## config.mk

```make
export PLATFORM = sky130hd
export DESIGN_NAME = utype_instr_encoder
export DESIGN_NICKNAME = d
export VERILOG_FILES = /design/src/rtl/utype_instr_encoder_pkg.sv /design/src/rtl/utype_instr_encoder_word_pack.sv /design/src/rtl/utype_instr_encoder.sv
export SDC_FILE = /design/constraint.sdc
export NUM_CORES = 1
export LEC_CHECK = 0
export CORE_UTILIZATION = 35
export DETAILED_ROUTE_END_ITERATION = 12
export GPL_TIMING_DRIVEN = 0
export PLACE_DENSITY = 0.68
export SYNTH_ARGS = -nofsm -noshare
export SYNTH_HDL_FRONTEND = slang
export SYNTH_SLANG_ARGS = --single-unit
export TNS_END_PERCENT = 1
```

## constraint.sdc

```tcl
create_clock -name clk -period 2.2 [get_ports clk]
set_input_delay 0.66 -clock clk [delete_from_list [all_inputs] [get_ports clk]]
set_output_delay 0.66 -clock clk [all_outputs]
set_load 0.01 [all_outputs]
```

## src/rtl/utype_instr_encoder_pkg.sv

```systemverilog
// Shared U-type constants: opcodes, field positions and the encoder FSM state type.
// The U-type decode side imports the same definitions.
package utype_instr_encoder_pkg;

    localparam logic [6:0] OPC_LUI   = 7'b0110111;
    localparam logic [6:0] OPC_AUIPC = 7'b0010111;

    localparam int IMM_MSB = 31;
    localparam int IMM_LSB = 12;
    localparam int RD_MSB  = 11;
    localparam int RD_LSB  = 7;
    localparam int OPC_MSB = 6;
    localparam int OPC_LSB = 0;

    typedef enum logic [1:0] {
        IDLE  = 2'd0,
        WRITE = 2'd1,
        FULL  = 2'd2
    } enc_state_e;

    function automatic logic [6:0] utype_opcode(input logic auipc);
        return auipc ? OPC_AUIPC : OPC_LUI;
    endfunction

endpackage

```

## src/rtl/utype_instr_encoder_word_pack.sv

```systemverilog
// Combinational U-type field packer with upper-immediate legality check.
// Shared with the assembler model so both build words identically.
module utype_word_pack
    import utype_instr_encoder_pkg::*;
(
    input  logic        auipc,
    input  logic [4:0]  rd,
    input  logic [31:0] imm,
    output logic [31:0] word,
    output logic        legal
);

    always_comb begin
        word                    = '0;
        word[IMM_MSB:IMM_LSB]   = imm[IMM_MSB:IMM_LSB];
        word[RD_MSB:RD_LSB]     = rd;
        word[OPC_MSB:OPC_LSB]   = utype_opcode(auipc);
        // Low immediate bits cannot be represented in a U-type word.
        legal                   = (imm[IMM_LSB-1:0] == '0);
    end

endmodule

```

## src/rtl/utype_instr_encoder.sv

```systemverilog
// Encodes LUI/AUIPC requests and writes them sequentially into instruction memory,
// holding each write until acknowledged and stopping once DEPTH words are committed.
module utype_instr_encoder
    import utype_instr_encoder_pkg::*;
#(
    parameter logic [31:0] BASE_ADDR = 32'h0000_0000,
    parameter int          DEPTH     = 256,
    parameter int          ADDR_W    = 32,
    localparam int         CNT_W     = $clog2(DEPTH + 1)
) (
    input  logic              clk,
    input  logic              rst_n,
    input  logic              clear,
    input  logic              in_valid,
    output logic              in_ready,
    input  logic              in_auipc,
    input  logic [4:0]        in_rd,
    input  logic [31:0]       in_imm,
    output logic              mem_we,
    input  logic              mem_ack,
    output logic [ADDR_W-1:0] mem_addr,
    output logic [31:0]       mem_wdata,
    output logic [CNT_W-1:0]  word_count,
    output logic              full,
    output logic              err,
    output logic              err_sticky
);

    localparam logic [CNT_W-1:0]  LAST_CNT  = CNT_W'(DEPTH - 1);
    localparam logic [ADDR_W-1:0] BASE      = ADDR_W'(BASE_ADDR);
    localparam logic [ADDR_W-1:0] WORD_STEP = ADDR_W'(4);

    enc_state_e  state, state_nxt;
    logic [31:0] word_d;
    logic        legal_d;
    logic        accept;
    logic        commit;
    logic        last_commit;

    utype_word_pack u_pack (
        .auipc (in_auipc),
        .rd    (in_rd),
        .imm   (in_imm),
        .word  (word_d),
        .legal (legal_d)
    );

    assign mem_we = (state == WRITE);
    assign full   = (state == FULL);
    assign commit = (state == WRITE) && mem_ack;
    // A commit that fills the region must not accept a request it could never write.
    assign last_commit = commit && (word_count == LAST_CNT);

    always_comb begin
        in_ready = ((state == IDLE) || (commit && !last_commit)) && !full && !clear;
        accept   = in_valid && in_ready;
    end

    always_comb begin
        state_nxt = state;
        if (clear) begin
            state_nxt = IDLE;
        end else begin
            case (state)
                IDLE:  if (accept && legal_d) state_nxt = WRITE;
                WRITE: begin
                    if (last_commit)              state_nxt = FULL;
                    else if (commit)              state_nxt = (accept && legal_d) ? WRITE : IDLE;
                end
                FULL:  state_nxt = FULL;
                default: state_nxt = IDLE;
            endcase
        end
    end

    always_ff @(posedge clk or negedge rst_n) begin
        if (!rst_n) begin
            state      <= IDLE;
            mem_addr   <= BASE;
            mem_wdata  <= '0;
            word_count <= '0;
            err        <= 1'b0;
            err_sticky <= 1'b0;
        end else if (clear) begin
            state      <= IDLE;
            mem_addr   <= BASE;
            word_count <= '0;
            err        <= 1'b0;
            err_sticky <= 1'b0;
        end else begin
            state <= state_nxt;
            err   <= accept && !legal_d;
            if (accept && !legal_d) err_sticky <= 1'b1;
            if (accept && legal_d)  mem_wdata  <= word_d;
            if (commit) begin
                mem_addr   <= mem_addr + WORD_STEP;
                word_count <= word_count + 1'b1;
            end
        end
    end

endmodule
```

==> run summary, run 1 <==
CP Capture Type: output port
Cell area after placement: 4808 um2
Inserted Clock Buffers: 9
Critical path startpoint category: flop
PD cells: 554.1 nW/um2
Period utilization: 108.5%
Power share of the sequential group: 45.1%
Setup ws final: -187.3 ps
# setup viols final: 18
Post-Syn Instances: 306
Initial antenna violation count: 0
Max Root-Sink Buffers: 2
I/O pin count: 121
Mean Syn Cell Area: 10.97 um2
CTS root buffer: clkbuf_8
Worst slew pin tran: 532.1 ps
Unique cell type count in the Yosys netlist: 38
Die area: 9983 um2
Clock power frac: 49.2%
Net Sw Power: 575.3 uW
Synth warn: 0
Seq/Total Area, Yosys: 52.20%
Final WL: 8.515 mm
Flops & latches, synth: 70
Starting density of the core: 36.15%
Clock slew at reported path FFs: 80 ps
Gp weighted congestion: 0.8074
Initial DRC Count: 131
Vias: 2818
Setup Skew: 9.831 ps
Worst skew pair latency: 340 ps
Placed wire-length estimate: 5.905 mm
Largest net degree at the start of global routing: 70
RSZ-0062 raised after global routing: true
Worst VDD drop: 0.0003289 V
Fin nets: 489
Final ANT Viol Nets: 0
Port Buf Inserts: 115
Drt pass-1 iters: 4
Worst Path Max Fanout: 2
First-pass GRT wire length: 13.74 mm
Vias per Instance: 4.884
Chip height: 99.92 um
CTS tree: built
MaxCap Viol Count: 0
Comb power frac: 5.7%
GRT Total Usage: 17.68%
Die Width: 99.92 um
DP Worst Slack: -589.1 ps
Final instance area: 5162 um2
Area Overhead vs Synth: 53.84%
Slew Viols, Final: 0
Switching share of power: 20.11%
Fraction of layout cells with a size suffix above 1: 20.31%
Final min period: 2387 ps
Grt ovf: 0
H-tree levels: 3
FILL cells: 826
Lkg Pwr: 2.161 nW
Worst slew margin: 64.53%
Fmax: 418.9 MHz
Vias in the first global route: 2703
# diodes: 0
Row cnt: 35
Hold Violations, Final: 0
CP required: 1540 ps
Synthesized area: 3356 um2
WL per Instance: 14.76 um
Int Power: 2.285 mW
Type of the most critical hold path: input port to async pin
Failing checks: negative setup slack
Pwr Total: 2.861 mW
Placeable Area: 9284 um2
Status: complete, but fails checks
Critical Path AT: 1730 ps
Type of the worst setup path: flop to output port
DRC viols: 0
Clk sink count: 70
[registers in the layout (all words and copies together), names as in the netlist]
signal / flops
mem_addr: 30
err: 1
err_sticky: 1
state: 2
mem_wdata: 27
word_count: 9
[metrics by stage]
stage	cells	utilization, %	hold slack (ps)	TNS, ps
after floorplan	309	-	364.4	-325.8
after global placement	553	51.52	463.0	-157850
after detailed placement	554	51.79	459.7	-16040
after CTS	575	55.23	80.62	-1582
after global routing	577	55.61	69.04	-2459
final	577	55.61	101.6	-709.1
[cell usage after synthesis]
cell       count  area [um2]
buf_4         10       75.07
and2_1         1       6.260
nor2_1        23       86.33
nand3b_1       1       7.510
a21o_1         2       15.01
buf_6          4       45.04
a211oi_1       2       15.01
xor2_1         8       70.07
conb_1         1       3.750
nand3_1       11       55.05
nand2_1       19       71.32
ha_1           3       37.54
o31ai_1        9       67.56
xnor2_1        5       43.79
and4_1         4       35.03
inv_1          7       26.28
or2_2          1       6.260
or3_1          7       43.79
nand2b_1       1       6.260
dfrtp_1       70        1752
and4_4         1       11.26
nor3_1         3       15.01
mux2_2        32       360.4
o211ai_2       2       25.02
nor4_1        11       68.82
a21oi_1       19       95.09
and3b_1        2       17.52
and3_1         3       18.77
nor2b_1        9       56.30
or4_1          9       67.56
and3_2         1       7.510
buf_2          2       10.01
o2111ai_1      1       8.760
o21ai_4        1       16.27
o21ai_0        7       35.03
clkbuf_1       7       26.28
nand4_1        6       37.54
mux2i_1        1       10.01
[placed cells by master (no fill, tap or decap), types with 3 or more instances in the layout]
master	n
clkdlybuf4s50_1	110
dfrtp_1	68
nor2_1	23
a21oi_1	19
nand2_1	18
buf_4	18
mux2_4	17
mux2_2	15
nor4_1	10
nand3_1	10
clkbuf_8	10
o31ai_1	9
or4_1	9
nor2b_1	8
clkbuf_1	8
xor2_1	8
inv_1	7
o21ai_0	7
or3_1	7
nand4_1	6
xnor2_1	5
and4_1	4
conb_1	4
bufinv_16	4
buf_12	3
buf_2	3
dlygate4sd2_1	3
[layer usage]
metal | track usage [%] | vias up | share of wire, %
met2 | 29.23 | 71 | 51
li1 | - | 1362 | -
met1 | 22.93 | 1377 | 44
met5 | 0 | - | 0
met4 | 5.543 | 0 | 0.73
met3 | 4.178 | 8 | 4.1
[worst max-delay path: stages (launching register included)]
cell and delay [ps]:
dfrtp_1 400, ha_2 190, nand2_2 80, nor3_2 50, ha_2 170, nand2b_4 140
a211oi_4 200, buf_2 170
[logic make-up after synthesis]
kind of cell    share of synthesized area, %
buf+inv                                5.444
flops                                  52.20
xor+xnor                               3.393
compound gates                         8.277
mux                                    11.04
simple gates                           18.42
other cells                           0.1117
fa+ha+maj                              1.119
[worst paths after layout]
kind,startpoint,end,slack (ps),cells after the start
max,word_count[0],in_ready,-190,7
min,rst_n,mem_addr[15],100,1
max reg2reg,word_count[0],mem_wdata[16],-40,11
min reg2reg,err_sticky,err_sticky,500,1
max in group asynchronous,rst_n,state[0],1540,2
min in group clk,err_sticky,err_sticky,500,1
[area by class of cell]
cell class,count,area [um2],area share (%)
Sequential cell,70,1754,33.98
Multi-Input combinational cell,209,1548,29.98
Timing Repair Buffer,123,1220,23.63
Buffer,23,182.7,3.539
Tap cell,129,161.4,3.127
Clock buffer,11,141.4,2.739
Clock inverter,5,128.9,2.496
Inverter,7,26.28,0.5090
[power by group through the flow]
stage               clock network, mW  registers, mW  logic, mW
global placement                    0           1.32      0.159
finish                           1.41           1.29      0.163
CTS                              1.45           1.29      0.167
detailed placement                  0           1.32      0.167
floorplan                           0           1.32     0.0365
global route                     1.50           1.29      0.178
[timing repair]
item / in CTS / in global routing
pin swaps: 3 / 2
gates cloned: 0 / 0
hold buffers: 0 / 0
endpoints found under the setup margin: 27 / 28
resized for setup: 12 / 5
setup buffers: 5 / 2
No activity file was read; power rests on OpenSTA's default activity.
==> run 2, diff against run 1 <==
--- a/config.mk
+++ b/config.mk
@@ -5,10 +5,12 @@
 export SDC_FILE = /design/constraint.sdc
 export NUM_CORES = 1
 export LEC_CHECK = 0
-export CORE_UTILIZATION = 35
+export CELL_PAD_IN_SITES_DETAIL_PLACEMENT = 1
+export CELL_PAD_IN_SITES_GLOBAL_PLACEMENT = 2
+export CORE_UTILIZATION = 25
 export DETAILED_ROUTE_END_ITERATION = 12
 export GPL_TIMING_DRIVEN = 0
-export PLACE_DENSITY = 0.68
+export PLACE_DENSITY_LB_ADDON = 0.1
 export SYNTH_ARGS = -nofsm -noshare
 export SYNTH_HDL_FRONTEND = slang
 export SYNTH_SLANG_ARGS = --single-unit
==> run summary, run 2 (synthesis results as in run 1) <==
Port Buf Inserts: 115 (unchanged)
Worst VDD drop: 0.0003984 V (+21%)
Vias per Instance: 4.658 (-4.6%)
Type of the most critical hold path: input port to async pin
Starting density of the core: 26.06% (-10 points)
Critical Path AT: 1770 ps (+40 ps)
Setup ws final: -234.2 ps (-46.91 ps)
I/O pin count: 121 (unchanged)
Routed length on met1: 4.411 mm (+19%)
CP top delay family: flip-flops
Worst Path Max Fanout: 3 (+1)
Largest regs: mem_addr (30), mem_wdata (27), word_count (9)
Initial DRC Count: 63 (-52%)
Metal3 WL: 430 um (+24%)
Drt pass-1 iters: 4 (unchanged)
Total placed cells including tap cells: 597 (+7.8%)
Slew Viols, Final: 0 (unchanged)
Clock power frac: 50.8% (+1.6 points)
Switching share of power: 21.84% (+1.7 points)
GRT Total Usage: 15.72% (-2.0 points)
Worst slew pin tran: 656.2 ps (+124.2 ps)
First-pass GRT wire length: 16.79 mm (+22%)
Cell area after placement: 4862 um2 (+1.1%)
Met2 WL: 5.254 mm (+20%)
CTS root buffer: clkbuf_16
Period utilization: 110.6% (+2.1 points)
Largest reg by FF count: mem_addr
Vias: 2874 (+2.0%)
Final min period: 2434 ps (+46.91 ps)
Lkg Pwr: 2.191 nW (+1.4%)
Non-filler cells, final: 617 (+6.9%)
Buf+Inv Stages, Crit Path: 1 (unchanged)
Critical path cell sequence: ha_4, nand2_4, nor3_2, ha_2, nand2b_4, a211oi_4, buf_2
H-tree levels: 3 (unchanged)
Failing checks: negative setup slack
Clk sink count: 70 (unchanged)
MaxCap Viol Count: 0 (unchanged)
Comb power frac: 5.6% (about the same)
Top routing layer used: met4
Critical path's largest stage delay: 410 ps (about the same)
WL per Instance: 16.60 um (+13%)
Status: complete, but fails checks
# diodes: 0 (unchanged)
CTS tree: built
Net Sw Power: 649.1 uW (+13%)
Gp weighted congestion: 0.6775 (-16%)
Vias in the first global route: 3106 (+15%)
Grt ovf: 0 (unchanged)
DRC viols: 0 (unchanged)
Max Root-Sink Buffers: 2 (unchanged)
Worst skew pair latency: 340 ps (about the same)
Fmax: 410.8 MHz (-1.9%)
PD cells: 563.3 nW/um2 (+1.7%)
Max reg flops: 30 (unchanged)
Fin nets: 486 (-0.61%)
Placeable Area: 12880 um2 (+39%)
Die area: 13890 um2 (+39%)
Int Power: 2.322 mW (+1.6%)
RSZ-0062 raised after global routing: true
Most frequent cells in the layout: clkdlybuf4s50_1 (110), dfrtp_1 (67), nor2_1 (23)
Area Overhead vs Synth: 57.20%
Type of the worst setup path: flop to output port
Pwr Total: 2.972 mW (+3.9%)
Slowest stage cell, crit path: dfrtp_1
Placed wire-length estimate: 7.211 mm (+22%)
Final WL: 10.24 mm (+20%)
Row cnt: 41 (+17%)
Critical path startpoint category: flop
R2R depth: 11 (unchanged)
Hold slack final: 184.9 ps (+83.39 ps)
# hold bufs at CTS: 0 (unchanged)
Inserted Clock Buffers: 9 (unchanged)
# setup viols final: 18 (unchanged)
Final instance area: 5275 um2 (+2.2%)
Final ANT Viol Nets: 0 (unchanged)
Clock slew at reported path FFs: 60 ps (-20 ps)
Power share of the sequential group: 43.5% (-1.6 points)
Post-layout util: 40.97% (-15 points)
Hold Violations, Final: 0 (unchanged)
CP required: 1540 ps (about the same)
CP Depth: 7 (unchanged)
Setup Skew: 5.463 ps (-4.368 ps)
Worst slew margin: 56.25% (-8.3 points)
Most common cell after layout, fill and taps aside: clkdlybuf4s50_1
CP Capture Type: output port
Initial antenna violation count: 0 (unchanged)
Fraction of layout cells with a size suffix above 1: 20.90% (+0.59 points)
Largest net degree at the start of global routing: 57 (-19%)
Chip height: 117.9 um (+18%)
Die Width: 117.9 um (+18%)
==> run 2: changes by cell type in the layout (fill, tap and decap cells not counted), sizes merged <==
cell,delta
buf,-3
bufinv,-3
clkinv,+2
clkinvlp,+1
dlygate4sd2,-1
dlymetal6s2s,+1
==> run 2: layout make-up <==
class,count,area (um2)
Sequential cell,70,1755
Multi-Input combinational cell,209,1585
Inverter,7,26.28
Clock buffer,11,252.7
Buffer,23,182.7
Timing Repair Buffer,120,1201
Fill cell,1423,7601
Tap cell,172,215.2
Clock inverter,5,56.30
==> run 2: worst paths after layout <==
kind | slack (ps) | to | startpoint
max | -230 | in_ready | word_count[0]
min | 180 | mem_addr[25] | rst_n
max reg2reg | -80 | mem_wdata[19] | word_count[0]
min reg2reg | 490 | err_sticky | err_sticky
max in group asynchronous | 1430 | state[1] | rst_n
min in group clk | 490 | err_sticky | err_sticky
==> run 2: power groups by stage <==
stage               sequential (mW)  combinational (mW)  clock (mW)
finish                         1.29               0.168        1.51
CTS                            1.29               0.172        1.58
floorplan                      1.32              0.0365           0
global route                   1.29               0.184        1.61
global placement               1.32               0.165           0
detailed placement             1.32               0.173           0
==> run 2: routing by layer <==
layer  global-route usage, %  vias up
li1                        -     1358
met1                   18.57     1448
met2                   26.76       58
met3                   4.603       10
met4                   5.929        0
met5                       0        -
==> run 2: metrics by stage <==
step	setup TNS (ps)	setup slack (ps)
final	-1606	-234.2
after global routing	-3782	-322.8
after CTS	-814.6	-280.2
after detailed placement	-19310	-626.0
after global placement	-184670	-2404
after floorplan	-325.8	-23.61
==> run 2: timing repair <==
item                                    CTS  global route
endpoints found under the setup margin   31            27
pin swaps                                 1             3
setup buffers                             2             2
gates resized for setup                  10            15
gates cloned                              0             0
